**src/rtl/ns_gnrl_rsp_router.sv**
```systemverilog
// Response router: keeps the grant index of every accepted request in an
// in-order ID FIFO and steers each returning response back to its requester.
module ns_gnrl_rsp_router #(
  parameter int ARBT_NUM = 4,
  parameter int DW       = 32,
  parameter int DEPTH    = 8
) (
  input  logic                       clk,
  input  logic                       rst_n,
  input  logic [ARBT_NUM-1:0]        grt_vec,
  input  logic                       grt_push,
  output logic                       tag_rdy,
  input  logic                       rsp_vld_i,
  output logic                       rsp_rdy_o,
  input  logic [DW-1:0]              rsp_dat_i,
  output logic [ARBT_NUM-1:0]        rsp_vld_o,
  input  logic [ARBT_NUM-1:0]        rsp_rdy_i,
  output logic [DW-1:0]              rsp_dat_o,
  output logic [$clog2(DEPTH+1)-1:0] outstd_cnt,
  output logic                       err
);

  localparam int IW = $clog2(ARBT_NUM);
  localparam int PW = $clog2(DEPTH);
  localparam int CW = $clog2(DEPTH+1);

  logic [IW-1:0] mem [DEPTH];
  logic [PW-1:0] wptr;
  logic [PW-1:0] rptr;
  logic [IW-1:0] head;
  logic [IW-1:0] grt_idx;
  logic          grt_onehot;
  logic          full;
  logic          empty;
  logic          push;
  logic          pop;

  assign full    = (outstd_cnt == CW'(DEPTH));
  assign empty   = (outstd_cnt == '0);
  assign tag_rdy = ~full;
  assign head    = mem[rptr];

  assign grt_onehot = (grt_vec != '0) &&
                      ((grt_vec & (grt_vec - ARBT_NUM'(1))) == '0);

  always_comb begin
    grt_idx = '0;
    for (int i = 0; i < ARBT_NUM; i++) begin
      if (grt_vec[i]) grt_idx = IW'(i);
    end
  end

  // Handshake: a transfer on any port happens on a cycle where both valid and
  // ready are high; valid never waits on ready. Only the head port sees valid,
  // and the downstream ready mirrors the head port's ready.
  always_comb begin
    rsp_vld_o = '0;
    for (int i = 0; i < ARBT_NUM; i++) begin
      rsp_vld_o[i] = rsp_vld_i & ~empty & (head == IW'(i));
    end
  end

  assign rsp_rdy_o = ~empty & rsp_rdy_i[head];
  assign rsp_dat_o = rsp_dat_i;

  assign push = grt_push & tag_rdy & grt_onehot;
  assign pop  = rsp_vld_i & rsp_rdy_o;

  always_ff @(posedge clk) begin
    if (push) mem[wptr] <= grt_idx;
  end

  always_ff @(posedge clk or negedge rst_n) begin
    if (!rst_n) begin
      wptr       <= '0;
      rptr       <= '0;
      outstd_cnt <= '0;
      err        <= 1'b0;
    end else begin
      if (push) wptr <= wptr + PW'(1);
      if (pop)  rptr <= rptr + PW'(1);
      if (push && !pop)      outstd_cnt <= outstd_cnt + CW'(1);
      else if (pop && !push) outstd_cnt <= outstd_cnt - CW'(1);
      // Sticky: malformed grant, grant while full, or response with no ID.
      if ((grt_push && (!grt_onehot || full)) || (rsp_vld_i && empty))
        err <= 1'b1;
    end
  end

endmodule

```
**config.mk**
```make
export PLATFORM = sky130hd
export DESIGN_NAME = ns_gnrl_rsp_router
export DESIGN_NICKNAME = d
export VERILOG_FILES = /design/src/rtl/ns_gnrl_rsp_router.sv
export SDC_FILE = /design/constraint.sdc
export NUM_CORES = 1
export LEC_CHECK = 0
export BUFFER_PORTS_ARGS = -buffer_cell sky130_fd_sc_hd__clkbuf_2
export CORE_UTILIZATION = 48
export DETAILED_ROUTE_END_ITERATION = 16
export PLACE_DENSITY_LB_ADDON = 0.25
export SLEW_MARGIN = 25
export SYNTH_ARGS = -nofsm -noshare
export SYNTH_HDL_FRONTEND = slang
export SYNTH_SLANG_ARGS = --single-unit
```
**constraint.sdc**
```tcl
create_clock -name clk -period 5.9 [get_ports clk]
set_clock_uncertainty 0.1 [all_clocks]
set_input_delay 0.885 -clock clk [delete_from_list [all_inputs] [get_ports clk]]
set_output_delay 0.885 -clock clk [all_outputs]
set_load 0.05 [all_outputs]
```
== After elaboration in Yosys (flattened, before gate mapping) ==
Memory sizes are Yosys's and may differ from the RTL's.
Index checks and enable logic that the tools add are counted.
Storage, ports and cells
  memories: 1
  logic and storage cells: 51
  memory bits (writable): 16
  register bits: 11
Operators by class
  equal/unequal tests: 4
  magnitude comparators: 1
  reductions and logical operators: 15
  add/sub/neg operators: 5
  bitwise logic cells: 12
  mux-type cells: 9
Memory list
  mem: depth 8, bits a word 2, read ports 1, clocked after Yosys merged registers in 0, write ports 1, line 27  | logic [IW-1:0] mem [DEPTH];
Operators by type and width (count)
  $and A1 B1 Y1: 9
  $logic_not A4 Y1: 2
  $mux W4: 2
  $sub A4 B1 Y4 const B: 2
  $add A3 B1 Y3 const B: 2
  $logic_and A1 B1 Y1: 5
  $add A4 B1 Y4 const B: 1
  $and A4 B4 Y4: 1
  $eq A2 B2 Y1 const B: 2
  $eq A4 B4 Y1 const B: 1
  $mux W1: 4
  $mux W2: 2
  $reduce_bool A4 Y1: 1
  $logic_not A1 Y1: 3
  $lt A2 B3 Y1 const B: 1
  $bmux W1 S2: 1
  $eq A2 B1 Y1 const B: 1
  $logic_not A2 Y1: 1
  $logic_or A1 B1 Y1: 2
  $not A1 Y1: 2
  $reduce_bool A2 Y1: 1

== Logic depth before layout (Yosys ltp) ==
Gate-level depths: netlist of the first run.
  depth in word-level cells: 9
  gate-level depth with buffers: 14

== Worst setup path before layout of the first run ==
Ideal clock, no wire load.
  kind: reg-to-output
  from: register rptr[0]
  to: output port rsp_rdy_o
  required time: 4.915 ns
  stages on the path, launching flop included: 6
  data arrival time: 2.307 ns
  path slack: 2.608 ns
  path through: dfrtp_1 -> buf_6 -> mux4_1 -> mux2i_4 -> mux2i_1 -> nor2b_1
Between the ends
  word-level cells in the longest chain between the ends: 4
RTL lines
  start: declaration: line 29  | logic [PW-1:0] rptr;
  start signal: assignment: line 81  | if (pop) rptr <= rptr + PW'(1);
  $mem_v2 Z8 W2
  $bmux W1 S2: line 63  | assign rsp_rdy_o = ~empty & rsp_rdy_i[head];
  $mux W1 (not written as such): line 63
  $and A1 B1 Y1: line 63
  end: declaration: line 14  | output logic rsp_rdy_o,
No other way between the ends. The select of a mux whose other input is x is not followed.

== Final worst setup path of the first run ==
Same ends and word-level chain as after synthesis.

==> run summary, run 1 <==
RUN STATUS
--------------------------------------------------------------------------------------------------------
Outcome                                                                                     complete, no violations

FLOORPLANNING
--------------------------------------------------------------------------------------------------------
Die Y-Extent                                                                                    59.85 um
Starting density of the core                                                                      51.77%
IO Count                                                                                              87
Floorplan die area                                                                            3582 sq um
Die Wd                                                                                          59.85 um
Std-Cell Core Area                                                                            3103 sq um
Site row count                                                                                        20

CTS
--------------------------------------------------------------------------------------------------------
Number of CTS-inserted buffers                                                                         3
Maximum clock insertion buffer count                                                                   2
Clock root buffer                                                                               clkbuf_4
TritonCTS clock tree                                                                                done
Number of sinks handled by clock tree synthesis                                                       27
Count of instances resized after the clock tree is built                                               0
H-tree levels                                                                                          1
Clock latency reported for the late side of the worst-skew pair                                  0.31 ns
Hold buffers post-CTS                                                                                  0
Count of buffers added by post-CTS timing repair for setup                                             0
Post-CTS clock slew at the launch and capture registers of the worst setup and hold paths        0.13 ns

STA
--------------------------------------------------------------------------------------------------------
Total negative slack for setup checks                                                               0 ns
Slew @ Worst Pin                                                                               0.4633 ns
Finish-stage setup viols                                                                               0
Final critical-path required period                                                             3.540 ns
RSZ-0062 raised after global routing                                                               false
Maximum clock frequency                                                                        282.5 MHz
Worst rel slew slack                                                                              68.83%
Count of pins over their slew limit                                                                    0
Final Cycle Share                                                                                 60.00%
Final Hold Fails                                                                                       0

SYNTH
--------------------------------------------------------------------------------------------------------
Net count after synthesis                                                                            183
Cells after synthesis                                                                                133
Number of different library cells in the post-synthesis netlist                                       34
Post-synthesis instance area                                                                  1607 sq um
Sequential cell area fraction in the yosys report                                                 47.04%
Average instance area after synthesis                                                        12.08 sq um
Warning count from the yosys run                                                                       0
Flops & latches, synth                                                                                27

LAYOUT
--------------------------------------------------------------------------------------------------------
Diode count                                                                                            0
Layout Utilization                                                                                49.56%
Filler cell count                                                                                    299
Most common cell after layout, fill and taps aside                                              clkbuf_2
Post-layout net count                                                                                175
Highest-count cells in the layout ignoring fill and taps                                    22 x clkbuf_2, 16 x edfxtp_1, 11 x dfrtp_1
Syn-to-layout area delta                                                                         -4.284%
Share of final-layout standard cells stronger than drive strength 1                               25.81%

PLACE
--------------------------------------------------------------------------------------------------------
Weighted congestion reported at the end of routability-driven placement                           0.7988
Count of port buffers added during placement                                                          22
Placed wire-length estimate                                                                     1.930 mm

ROUTE
--------------------------------------------------------------------------------------------------------
Uppermost layer routed                                                                              met4
Amount of wire on met2 after detailed routing                                                   1.122 mm
Number of vias per cell                                                                            5.196
Final WL                                                                                        2.482 mm
Length of routed wiring on met1                                                                 1.117 mm
Post-detailed-route count of antenna-violating nets                                                    0
Length of the first detailed-routing pass in iterations                                                4
# DRC                                                                                                  0
Total via count in the routed design                                                                 873
Number of DRC markers in iteration 0                                                                  16
Detailed route wirelength on metal3                                                               168 um
Per-cell routed wire length                                                                     14.77 um

SETUP PATH
--------------------------------------------------------------------------------------------------------
Critical Path Start Type                                                                        register
Path type of the worst setup path                                                             reg -> out
Slowest Stage Delay on Critical Path                                                             0.66 ns
FF-to-FF Start                                                                                   rptr[0]
Kind of end point of the critical path                                                       output port
CP required                                                                                      4.91 ns
Largest fanout on the critical path                                                                    8
Slowest library cell on the worst path                                                            mux4_1
CP Cell Sequence                                                                            mux4_1, mux2i_4, mux2i_1, nor2b_1, clkbuf_2
CP arrival                                                                                       2.56 ns
Buffering stage count on the worst path with inverters included                                        1
Start point of the critical path                                                                 rptr[0]
Critical path's top delay family                                                            multiplexers

GLOBAL ROUTING
--------------------------------------------------------------------------------------------------------
Number of global-route vias before repair                                                            837
Global-route congestion overflow total                                                                 0
Initial antenna violation count                                                                        0
Global-route wire length before repair                                                          3.836 mm
Maximum number of pins on one net before global-route repair                                          15
Overall Global Routing Usage                                                                      14.74%

PWR
--------------------------------------------------------------------------------------------------------
Peak supply drop                                                                                260.6 uV
Tot Pwr                                                                                        0.7873 mW
Power per Cell Area                                                                         512.0 nW/um^2
LEAKAGE                                                                                        0.6229 nW

RUN
--------------------------------------------------------------------------------------------------------
Reported max-cap violation count                                                                       0

MIN PATH
--------------------------------------------------------------------------------------------------------
Class of the worst hold path                                                                 in -> async

[layer usage]
layer	GRT usage [%]	vias to the layer above
met5	0	-
met3	3.896	14
li1	-	415
met1	18.69	402
met4	7.973	0
met2	23.02	42
[synth_stat cells]
master    count  area (sq um)
nor2b_1       2         12.51
dfrtp_1      11         275.3
and3_1        1         6.260
nand2_2       1         6.260
nand3_1       1         5.000
buf_2         1         5.000
or2_2         1         6.260
nand2b_1      2         12.51
buf_1         1         3.750
nor2_1        7         26.28
buf_6         1         11.26
nor3_1        3         15.01
fa_1          1         20.02
xor2_1        3         26.28
mux2i_4       1         22.52
o21ai_1       1         5.000
nor3b_1       4         30.03
xnor2_1       6         52.55
a21o_1        2         15.01
inv_1         3         11.26
o21ai_0       3         15.01
mux4_1        2         52.55
nor4_1        1         6.260
mux4_2        1         22.52
mux2_4        1         15.01
mux2_2        2         22.52
a21oi_1       1         5.000
buf_4        32         240.2
mux2i_1       7         70.07
ha_1          5         62.56
edfxtp_1     16         480.5
a221o_1       1         10.01
or4b_1        1         10.01
nand2_1       7         26.28
[path summary, 6_finish.rpt]
check	end	slack [ns]	cells after the start
max	rsp_rdy_o	2.36	5
min reg2reg	err	0.42	1
min in group clk	err	0.42	1
max reg2reg	outstd_cnt[3]	2.54	12
min	outstd_cnt[1]	0.32	1
max in group asynchronous	rptr[1]	5.15	1
[layout make-up]
type	count	area (sq um)	area share, %
Clock buffer	4	26.28	1.709
Inverter	3	11.26	0.7323
Multi-Input combinational cell	68	579.3	37.67
Sequential cell	27	755.7	49.15
Tap cell	44	55.05	3.580
Timing Repair Buffer	22	110.1	7.160
[per-stage QoR]
stage	hold WS, ns	std cells	instance area (sq um)	setup WS, ns
after global placement	0.3698	164	1511	2.432
after CTS	0.3147	168	1538	2.315
after global routing	0.3135	168	1538	2.165
final	0.3218	168	1538	2.360
after floorplan	0.3805	133	1607	2.608
after detailed placement	0.3862	164	1511	2.407
[worst register-to-register path, cell delays in order (launching register included)]
cell and delay, ns:
dfrtp_1 0.58, mux4_1 0.66, mux2i_4 0.21, mux2i_1 0.32, nand2_2 0.14, ha_1 0.23
inv_1 0.11, ha_1 0.23, a21o_1 0.18, a21oi_1 0.17, xnor2_1 0.13, nor2_1 0.06
xor2_1 0.14
[sequential cells by signal, indices dropped and copies added (netlist names)]
signal / flops
err: 1
mem: 16
outstd_cnt: 4
rptr: 3
wptr: 3
[report_power, final]
| group | internal (mW) | switching [mW] | total [mW] | leakage, nW |
|---|---|---|---|---|
| Sequential | 0.242 | 0.0705 | 0.313 | 0.269 |
| Clock | 0.0264 | 0.0490 | 0.0754 | 0.0150 |
| Combinational | 0.162 | 0.237 | 0.399 | 0.339 |
[kinds of logic (layout without fill, tap and decap cells)]
group | count (synthesis) | in the layout | share of synthesized area (%)
XOR/XNOR | 9 | 9 | 4.907
buffers and inverters | 38 | 29 | 16.90
flip-flops | 27 | 27 | 47.04
AO/OA/AOI/OAI | 8 | 8 | 3.114
multiplexers | 14 | 14 | 12.77
adder cells (fa/ha/maj) | 6 | 6 | 5.140
AND/OR/NAND/NOR | 31 | 31 | 10.13
Power figures use the tool's default switching activity.
==> run 2, diff against run 1 <==
--- a/config.mk
+++ b/config.mk
@@ -6,7 +6,7 @@
 export NUM_CORES = 1
 export LEC_CHECK = 0
 export BUFFER_PORTS_ARGS = -buffer_cell sky130_fd_sc_hd__clkbuf_2
-export CORE_UTILIZATION = 48
+export CORE_UTILIZATION = 44
 export DETAILED_ROUTE_END_ITERATION = 16
 export PLACE_DENSITY_LB_ADDON = 0.25
 export SLEW_MARGIN = 25
==> constraint.sdc (replaced) <==
create_clock -name clk -period 3.3 [get_ports clk]
set_clock_uncertainty 0.1 [all_clocks]
set_input_delay 0.495 -clock clk [delete_from_list [all_inputs] [get_ports clk]]
set_output_delay 0.495 -clock clk [all_outputs]
set_load 0.05 [all_outputs]
==> run summary, run 2 (synthesis results as in run 1) <==
RUN STATUS
--------------------------------------------------------------------------------------------------------
Outcome                                                                                     complete, no violations

ROUTE
--------------------------------------------------------------------------------------------------------
Number of DRC markers in iteration 0                                                                  11
# DRC                                                                                                  0
Detailed route wirelength on metal3                                                               232 um
Amount of wire on met2 after detailed routing                                                   1.137 mm
Post-detailed-route count of antenna-violating nets                                                    0
Number of vias per cell                                                                            5.109
Final WL                                                                                        2.591 mm
Per-cell routed wire length                                                                     14.81 um
Uppermost layer routed                                                                              met4
Length of routed wiring on met1                                                                 1.172 mm
Total via count in the routed design                                                                 894
Length of the first detailed-routing pass in iterations                                                4

CTS
--------------------------------------------------------------------------------------------------------
Number of CTS-inserted buffers                                                                         3
Maximum clock insertion buffer count                                                                   2
Clock latency reported for the late side of the worst-skew pair                                  0.33 ns
Clock root buffer                                                                               clkbuf_4
TritonCTS clock tree                                                                                done
Post-CTS clock slew at the launch and capture registers of the worst setup and hold paths        0.16 ns
Number of sinks handled by clock tree synthesis                                                       27
H-tree levels                                                                                          1

PWR
--------------------------------------------------------------------------------------------------------
Power per Cell Area                                                                         934.2 nW/um^2
Peak supply drop                                                                                372.5 uV
LEAKAGE                                                                                        0.6392 nW

STA
--------------------------------------------------------------------------------------------------------
Final Cycle Share                                                                                 93.36%
Worst rel slew slack                                                                              69.26%
Total negative slack for setup checks                                                               0 ns
RSZ-0062 raised after global routing                                                               false
Finish-stage setup viols                                                                               0
Final Hold Fails                                                                                       0
Maximum clock frequency                                                                        324.6 MHz
Slew @ Worst Pin                                                                               0.4569 ns
Count of pins over their slew limit                                                                    0
Final critical-path required period                                                             3.081 ns
Worst hold slack across all endpoints                                                          0.3092 ns

MIN PATH
--------------------------------------------------------------------------------------------------------
Class of the worst hold path                                                                   in -> reg
Cells on Worst Hold Path                                                                               2
Sink of the worst hold path                                                                          err
Startpoint of the lowest-slack hold path                                                       rsp_vld_i

GLOBAL ROUTING
--------------------------------------------------------------------------------------------------------
Maximum number of pins on one net before global-route repair                                          18
Number of global-route vias before repair                                                            961
Overall Global Routing Usage                                                                      14.65%
Initial antenna violation count                                                                        0
Global-route congestion overflow total                                                                 0
Global-route wire length before repair                                                          4.457 mm

LAYOUT
--------------------------------------------------------------------------------------------------------
Diode count                                                                                            0
Filler cell count                                                                                    317
Top flop regs                                                                               mem x16, outstd_cnt x4
Reg with most FFs                                                                                    mem
Number of flip-flops in the largest register                                                          16
Syn-to-layout area delta                                                                         -1.480%
Layout Utilization                                                                                46.34%
Final instance area                                                                           1583 sq um
Share of final-layout standard cells stronger than drive strength 1                               32.56%
Post-layout net count                                                                                180
Most common cell after layout, fill and taps aside                                              clkbuf_2
Highest-count cells in the layout ignoring fill and taps                                    22 x clkbuf_2, 16 x edfxtp_1, 10 x dfrtp_1
Count of non-filler cells in the finished layout                                                     175

SETUP PATH
--------------------------------------------------------------------------------------------------------
CP Cell Sequence                                                                            mux4_2, mux2i_4, mux2i_2, nand2_2, ha_1, inv_2, ha_1, a21o_1, a21oi_1, xnor2_1, nor2_1, xor2_1
Buffering stage count on the worst path with inverters included                                        1
Library cell appearing most often on the critical path                                              ha_1
Path type of the worst setup path                                                             reg -> reg
CP arrival                                                                                       3.21 ns
CP required                                                                                      3.43 ns
Largest fanout on the critical path                                                                    8
Slowest Stage Delay on Critical Path                                                             0.56 ns
Critical Path Start Type                                                                        register
Reg2Reg Capture Point                                                                       outstd_cnt[3]
Critical path's top delay family                                                            multiplexers
R2R Setup Slk                                                                                    0.22 ns
FF-to-FF Start                                                                                   rptr[0]
Kind of end point of the critical path                                                          register
Slowest library cell on the worst path                                                            mux4_2
R2r worst-path depth                                                                                  12

FLOORPLANNING
--------------------------------------------------------------------------------------------------------
Std-Cell Core Area                                                                            3416 sq um
Die Wd                                                                                          62.43 um
Die Y-Extent                                                                                    62.43 um
Floorplan die area                                                                            3897 sq um
IO Count                                                                                              87
Starting density of the core                                                                      47.03%
Site row count                                                                                        21

RUN
--------------------------------------------------------------------------------------------------------
Reported max-cap violation count                                                                       0

PLACE
--------------------------------------------------------------------------------------------------------
Placed wire-length estimate                                                                     2.044 mm
Weighted congestion reported at the end of routability-driven placement                           0.7653
Area after detailed placement                                                                 1536 sq um
Count of port buffers added during placement                                                          22
Placed cell count                                                                                    169

## run 2: worst register-to-register path, cell delays in order (launching register included)
cell and delay, ns:
dfrtp_2 0.51, mux4_2 0.56, mux2i_4 0.21, mux2i_2 0.29, nand2_2 0.09, ha_1 0.24
inv_2 0.09, ha_1 0.22, a21o_1 0.17, a21oi_1 0.16, xnor2_1 0.13, nor2_1 0.06
xor2_1 0.14
## run 2: power by group
part / leakage (nW) / internal (mW) / total, mW / switching, mW
Clock: 0.0183 / 0.0495 / 0.154 / 0.104
Combinational: 0.353 / 0.326 / 0.763 / 0.438
Sequential: 0.268 / 0.435 / 0.562 / 0.127
## run 2: per-stage QoR
stage / power, mW / setup WS, ns
floorplan: 1.256 / 0.2162
global placement: 1.292 / 0.09824
detailed placement: 1.310 / -0.002776
CTS: 1.469 / 0.08611
global route: 1.589 / 0.04338
finish: 1.479 / 0.2190
## run 2: worst max path at each step
stage / start / to / cells after the start
2_1_floorplan: rptr[0] / outstd_cnt[3] / 13
4_1_cts: rptr[0] / outstd_cnt[3] / 12
5_1_grt: rptr[0] / outstd_cnt[3] / 12
3_5_place_dp: rptr[0] / outstd_cnt[3] / 12
3_3_place_gp: rptr[0] / outstd_cnt[3] / 12
6_report: rptr[0] / outstd_cnt[3] / 12
## run 2: area by class of cell
type,instances,area (sq um),area share [%]
well taps,46,57.56,3.636
multi-input cells,68,575.6,36.36
inverters,3,11.26,0.7115
flip-flops and latches,27,757.0,47.83
repair buffers,27,150.1,9.486
clock buffers,3,22.52,1.423
clock inverters,1,8.758,0.5534
## run 2: what timing repair did
item | CTS | global route
gates resized for setup | 1 | 4
hold buffers | 1 | 0
endpoints found under the hold margin | 11 | 0
endpoints found under the setup margin | 1 | 2
buffers inserted | 0 | 1
## run 2: metal layers
layer / GRT usage [%] / vias to the layer above
li1: - / 423
met1: 18.36 / 418
met4: 5.523 / 0
met5: 0 / -
met2: 22.15 / 43
met3: 6.569 / 10
